**src/rtl/vita_tx_msg_arbiter.sv**
```systemverilog
// vita_tx_msg_arbiter
//   Packet-aware merge of up to four 36-bit message streams onto one port.
//   Priority inputs (PRIO_MASK) beat normal ones; round-robin within each class.
//   A granted input owns the output until its EOF line transfers.
//
// Ports:
//   clk, reset         system clock, synchronous active-low reset
//   set_stb/addr/data  settings bus; address BASE holds the per-input enable mask
//   data_i, src_rdy_i  per-input lines (36 bits each: 32=SOF, 33=EOF, 35:34=occupancy)
//   dst_rdy_o          per-input ready (only the granted input can see ready)
//   data_o, src_rdy_o  merged output stream
//   dst_rdy_i          downstream ready
//   pkt_count          packets forwarded (EOF transfers), wraps
//   debug              {2'b0, state, grant, enable, last_prio, last_norm, 16'b0}
module vita_tx_msg_arbiter #(
    parameter int unsigned NUM_IN    = 4,
    parameter logic [3:0]  PRIO_MASK = 4'b0001,
    parameter logic [7:0]  BASE      = 8'd0
) (
    input  logic                  clk,
    input  logic                  reset,
    input  logic                  set_stb,
    input  logic [7:0]            set_addr,
    input  logic [31:0]           set_data,
    input  logic [36*NUM_IN-1:0]  data_i,
    input  logic [NUM_IN-1:0]     src_rdy_i,
    output logic [NUM_IN-1:0]     dst_rdy_o,
    output logic [35:0]           data_o,
    output logic                  src_rdy_o,
    input  logic                  dst_rdy_i,
    output logic [31:0]           pkt_count,
    output logic [31:0]           debug
);

    typedef enum logic [1:0] {
        StIdle = 2'd0,
        StPass = 2'd1
    } state_e;

    localparam logic [1:0] LastInit = 2'(NUM_IN - 1);
    localparam logic [3:0] InMask   = 4'((1 << NUM_IN) - 1);
    localparam logic [3:0] PrioMask = PRIO_MASK & InMask;

    state_e            state_q;
    logic [1:0]        grant_idx_q;
    logic [3:0]        grant_q;
    logic [NUM_IN-1:0] enable_q;
    logic [1:0]        last_prio_q;
    logic [1:0]        last_norm_q;

    logic [35:0] lane [4];
    logic [3:0]  src4;
    logic [3:0]  req;
    logic [3:0]  dst4;
    logic [2:0]  prio_pick;
    logic [2:0]  norm_pick;
    logic        pick_found;
    logic [1:0]  pick_idx;
    logic        xfer;
    logic        eof;
    logic        unused_set_data;

    assign unused_set_data = ^set_data;

    // Unused lanes (NUM_IN < 4) read as zero so the 4-wide logic below stays uniform.
    for (genvar g = 0; g < 4; g++) begin : g_lane
        if (g < NUM_IN) begin : g_used
            assign lane[g] = data_i[36*g +: 36];
        end else begin : g_unused
            assign lane[g] = '0;
        end
    end

    // Returns {found, index}: first requester after 'last', ascending with wrap.
    function automatic logic [2:0] rr_pick(input logic [3:0] r, input logic [1:0] last);
        logic [2:0] pick;
        logic [2:0] pos;
        pick = 3'b000;
        for (int unsigned k = 1; k <= NUM_IN; k++) begin
            pos = 3'(last) + 3'(k);
            if (pos >= 3'(NUM_IN)) begin
                pos = pos - 3'(NUM_IN);
            end
            if (!pick[2] && r[pos[1:0]]) begin
                pick = {1'b1, pos[1:0]};
            end
        end
        return pick;
    endfunction

    assign src4       = 4'(src_rdy_i);
    assign req        = src4 & 4'(enable_q);
    assign prio_pick  = rr_pick(req & PrioMask, last_prio_q);
    assign norm_pick  = rr_pick(req & ~PrioMask, last_norm_q);
    assign pick_found = prio_pick[2] | norm_pick[2];
    assign pick_idx   = prio_pick[2] ? prio_pick[1:0] : norm_pick[1:0];

    // Zero-latency passthrough while a packet owns the output.
    always_comb begin
        data_o    = '0;
        src_rdy_o = 1'b0;
        dst4      = '0;
        if (state_q == StPass) begin
            data_o            = lane[grant_idx_q];
            src_rdy_o         = src4[grant_idx_q];
            dst4[grant_idx_q] = dst_rdy_i;
        end
    end

    assign dst_rdy_o = dst4[NUM_IN-1:0];
    assign xfer      = src_rdy_o & dst_rdy_i;
    assign eof       = data_o[33];

    always_ff @(posedge clk) begin
        if (!reset) begin
            state_q     <= StIdle;
            grant_idx_q <= '0;
            grant_q     <= '0;
            enable_q    <= '1;
            last_prio_q <= LastInit;
            last_norm_q <= LastInit;
            pkt_count   <= '0;
        end else begin
            // Enable only gates new grants; a packet in flight is never revoked.
            if (set_stb && set_addr == BASE) begin
                enable_q <= set_data[NUM_IN-1:0];
            end
            case (state_q)
                StIdle: begin
                    if (pick_found) begin
                        grant_idx_q <= pick_idx;
                        grant_q     <= 4'b0001 << pick_idx;
                        if (prio_pick[2]) begin
                            last_prio_q <= pick_idx;
                        end else begin
                            last_norm_q <= pick_idx;
                        end
                        state_q <= StPass;
                    end
                end
                StPass: begin
                    if (xfer && eof) begin
                        pkt_count <= pkt_count + 32'd1;
                        grant_q   <= '0;
                        state_q   <= StIdle;
                    end
                end
                default: state_q <= StIdle;
            endcase
        end
    end

    assign debug = {2'b00, state_q, grant_q, 4'(enable_q), last_prio_q, last_norm_q, 16'h0000};

endmodule

```
**config.mk**
```make
export PLATFORM = sky130hd
export DESIGN_NAME = vita_tx_msg_arbiter
export DESIGN_NICKNAME = d
export VERILOG_FILES = /design/src/rtl/vita_tx_msg_arbiter.sv
export SDC_FILE = /design/constraint.sdc
export NUM_CORES = 1
export LEC_CHECK = 0
export ABC_CLOCK_PERIOD_IN_PS = 1900
export BUFFER_PORTS_ARGS = -buffer_cell sky130_fd_sc_hd__buf_4
export CAP_MARGIN = 25
export CORE_AREA = 2 2 116 118
export CTS_CLUSTER_SIZE = 16
export DETAILED_ROUTE_END_ITERATION = 12
export DIE_AREA = 0 0 118 120
export HOLD_SLACK_MARGIN = 0.08
export PLACE_DENSITY = 0.63
export SLEW_MARGIN = 20
export SYNTH_ARGS = -nofsm -noshare
export SYNTH_HDL_FRONTEND = slang
export SYNTH_SLANG_ARGS = --single-unit
```
**constraint.sdc**
```tcl
create_clock -name clk -period 1.9 [get_ports clk]
set_clock_uncertainty 0.15 [all_clocks]
set_input_delay 0.19 -clock clk [delete_from_list [all_inputs] [get_ports clk]]
set_output_delay 0.19 -clock clk [all_outputs]
set_load 0.01 [all_outputs]
```
==> impl_metrics.json <==
{
  "run_status": "complete, but fails checks",
  "violations": "setup timing",
  "synth_top_area_share": 0.270,
  "fmax_mhz": 477,
  "drive_gt1_frac": 0.631,
  "cts_tree": "done",
  "root_buffer": "clkbuf_16",
  "r2r-start": "grant_idx_q[0]",
  "setup-tns-final_ps": -8950,
  "die_w_um": 118,
  "cts_htree_levels": 2,
  "placementRows": 42,
  "ys_ff_latch": 47,
  "antenna-diode-count": 0,
  "via_per_inst": 4.89,
  "place_congestion": 0.874,
  "async_reset_ff_frac": 0,
  "finalPower_mw": 3.08,
  "synth.area.top_cells": "dfxtp_1, mux4_2, and2_1",
  "ys_seq_area_frac": 0.270,
  "final.setup.worst_slack_ps": -195,
  "crit_slowest_cell": "dfxtp_4",
  "synth-main-ff-cell": "dfxtp_1",
  "synth_cell_types": 48,
  "first_iter_violations": 215,
  "synth-edff-count": 0,
  "routed_wirelength_mm": 14.8,
  "r2r_cells": 8,
  "cts_made_buffers": 5,
  "grt_antenna_before_repair": 0,
  "crit_cells": 8,
  "gr-total-overflow": 0,
  "tightest_slew_ps": 514,
  "fin_util": 0.522,
  "grt_max_degree": 26,
  "syn_inst": 380,
  "path_buf_inv": 3,
  "grt_usage": 0.195,
  "start_util": 0.269,
  "cts.sink_count": 47,
  "synth_common_cells": "dfxtp_1, and2_1, mux4_2",
  "syn2layout_area_growth_pct": 94.3,
  "cp_top_family": "simple AND/OR/NAND/NOR gates",
  "powerDensity_nw_per_um2": 455,
  "synth_most_common_cell": "dfxtp_1",
  "vias": 4288,
  "syn_avg_cell_area_um2": 9.18,
  "clk-insertion-delay-late_ps": 290,
  "synth.cell_area_um2": 3490,
  "critPathMaxFanout": 4,
  "instances_no_fill": 876,
  "drtPass1Iterations": 4,
  "wl_per_cell_um": 16.9,
  "final_nets": 892,
  "cap_violations": 0,
  "grt_pass1_vias": 4232,
  "fillers": 1207,
  "required_ps": 1970,
  "die_area_um2": 14200,
  "hold_class": "in2reg",
  "synth_area_leader_cell": "dfxtp_1",
  "dp.cells": 833,
  "slew_viol_final": 0,
  "core_area_um2": 13000,
  "whs_path_depth": 4,
  "ir_drop_mv": 0.545,
  "ioPinCount": 297,
  "rsz0062_at_grt": "true",
  "max_stage_delay_ps": 360,
  "drc": 0,
  "r2r_end": "pkt_count[17]",
  "cp_common_cell": "buf_6",
  "critPathCaptureType": "flip-flop",
  "critical_path_class": "reg2reg",
  "drtAntennaViolNets": 0,
  "crit_chain": "buf_6 > nand3b_1 > o22ai_4 > buf_6 > nand4_1 > buf_4 > or3_1 > a21oi_1",
  "r2r_slack_ps": -200,
  "p_leak_nw": 2.98,
  "period_minus_slack_ps": 2100,
  "port_buffers": 249,
  "clock_path_buffers": 2,
  "maxSlewHeadroom": 0.653,
  "fp.dieH_um": 120,
  "min_period_over_period": 1.10,
  "path_clk_slew_ps": 70,
  "arrival_ps": 2170,
  "place_hpwl_mm": 11.1,
  "finalSetupViolCount": 69,
  "grt_pass1_wl_mm": 22.3,
  "finalHoldViolCount": 0,
  "hp-start": "src_rdy_i[0]",
  "start_kind": "flip-flop",
  "ys_warn_count": 0,
  "worstHoldEndpoint": "grant_q[1]"
}
==> cells in the final DEF (no fill, tap or decap), drive strengths merged, types with 3 or more instances in the layout <==
master / synthesis / layout
nand2: 29 / 29
o21ai: 21 / 21
xnor2: 3 / 3
buf: 31 / 327
nor4: 4 / 4
nand4: 11 / 12
mux4: 36 / 36
conb: 1 / 19
o31ai: 3 / 3
nor2: 19 / 19
or3: 19 / 19
nand3: 20 / 20
clkbuf: 12 / 6
a21oi: 31 / 31
nor3: 3 / 3
and2: 40 / 40
or2: 3 / 3
inv: 8 / 8
dfxtp: 47 / 47
dlygate4sd3: 0 / 9
xor2: 4 / 4
mux2i: 6 / 6
or4: 5 / 5
==> worst reg2reg max path: cells and delay by family (launching register included) <==
| kind | cells | cell delay [ps] |
|---|---|---|
| and+or+nand+nor | 3 | 690 |
| buffers and inverters | 3 | 470 |
| DFF | 1 | 360 |
| AOI/OAI and AO/OA | 2 | 340 |
==> power by group <==
part	internal (mW)	switching, mW	leakage [nW]
registers	1.00	0.0166	0.384
clock network	0.486	0.383	0.0669
logic	0.758	0.435	2.53
total	2.25	0.835	2.98
==> flip-flops by register name (all words and copies together), names as in the netlist <==
signal and cells:
enable_q 4, grant_idx_q 2, grant_q 4, last_norm_q 2
last_prio_q 2, pkt_count 32, state_q 1
==> per-layer routing <==
layer	up-vias	part of all wire	track usage
met5	-	0	0
met4	0	0.020	0.0580
met3	24	0.053	0.0337
met2	172	0.54	0.360
met1	2080	0.39	0.231
li1	2012	-	-
==> logic make-up (layout without fill, tap and decap cells) <==
kind of cell,Yosys count,count (layout),synth area share
AND/OR/NAND/NOR,162,163,0.263
multiplexers,42,42,0.250
buffers and inverters,51,352,0.0796
flip-flops,47,47,0.270
other,1,19,0.00108
XOR/XNOR,7,7,0.0176
AO/OA/AOI/OAI,68,68,0.113
adder cells (fa/ha/maj),2,2,0.00646
==> how the worst max path moves through the flow <==
stage          slack, ps            end            from
2_1_floorplan         10  pkt_count[26]   pkt_count[17]
3_3_place_gp        -140  pkt_count[30]  grant_idx_q[0]
3_5_place_dp        -170  pkt_count[30]    pkt_count[9]
4_1_cts             -210     data_o[33]  grant_idx_q[0]
5_1_grt             -290  pkt_count[17]  grant_idx_q[0]
6_report            -200  pkt_count[17]  grant_idx_q[0]
==> cell type report <==
cell class                 instances  area [um^2]  area share
multi-input combinational        301         2580       0.380
timing repair buffer             336         2860       0.422
clock buffer                       6          129      0.0190
clock inverter                     2         12.5     0.00185
tap                              176          220      0.0325
inverter                           8         30.0     0.00443
sequential                        47          951       0.140
==> repair_timing <==
action / in CTS / in global routing
gates resized for setup: 101 / 33
endpoints found under the setup margin: 67 / 74
buffers inserted: 15 / 10
hold buffers: 9 / 0
endpoints found under the hold margin: 9 / 0
pin swaps: 28 / 28
gates cloned: 1 / 2
==> metrics by stage <==
stage	area [um^2]	hold slack (ps)	setup WS (ps)
2_1_floorplan	3570	165	10.9
3_3_place_gp	5820	259	-142
3_5_place_dp	5820	259	-172
4_1_cts	6560	165	-213
5_1_grt	6780	204	-294
6_report	6780	183	-195
No activity file was read; power rests on OpenSTA's default activity.
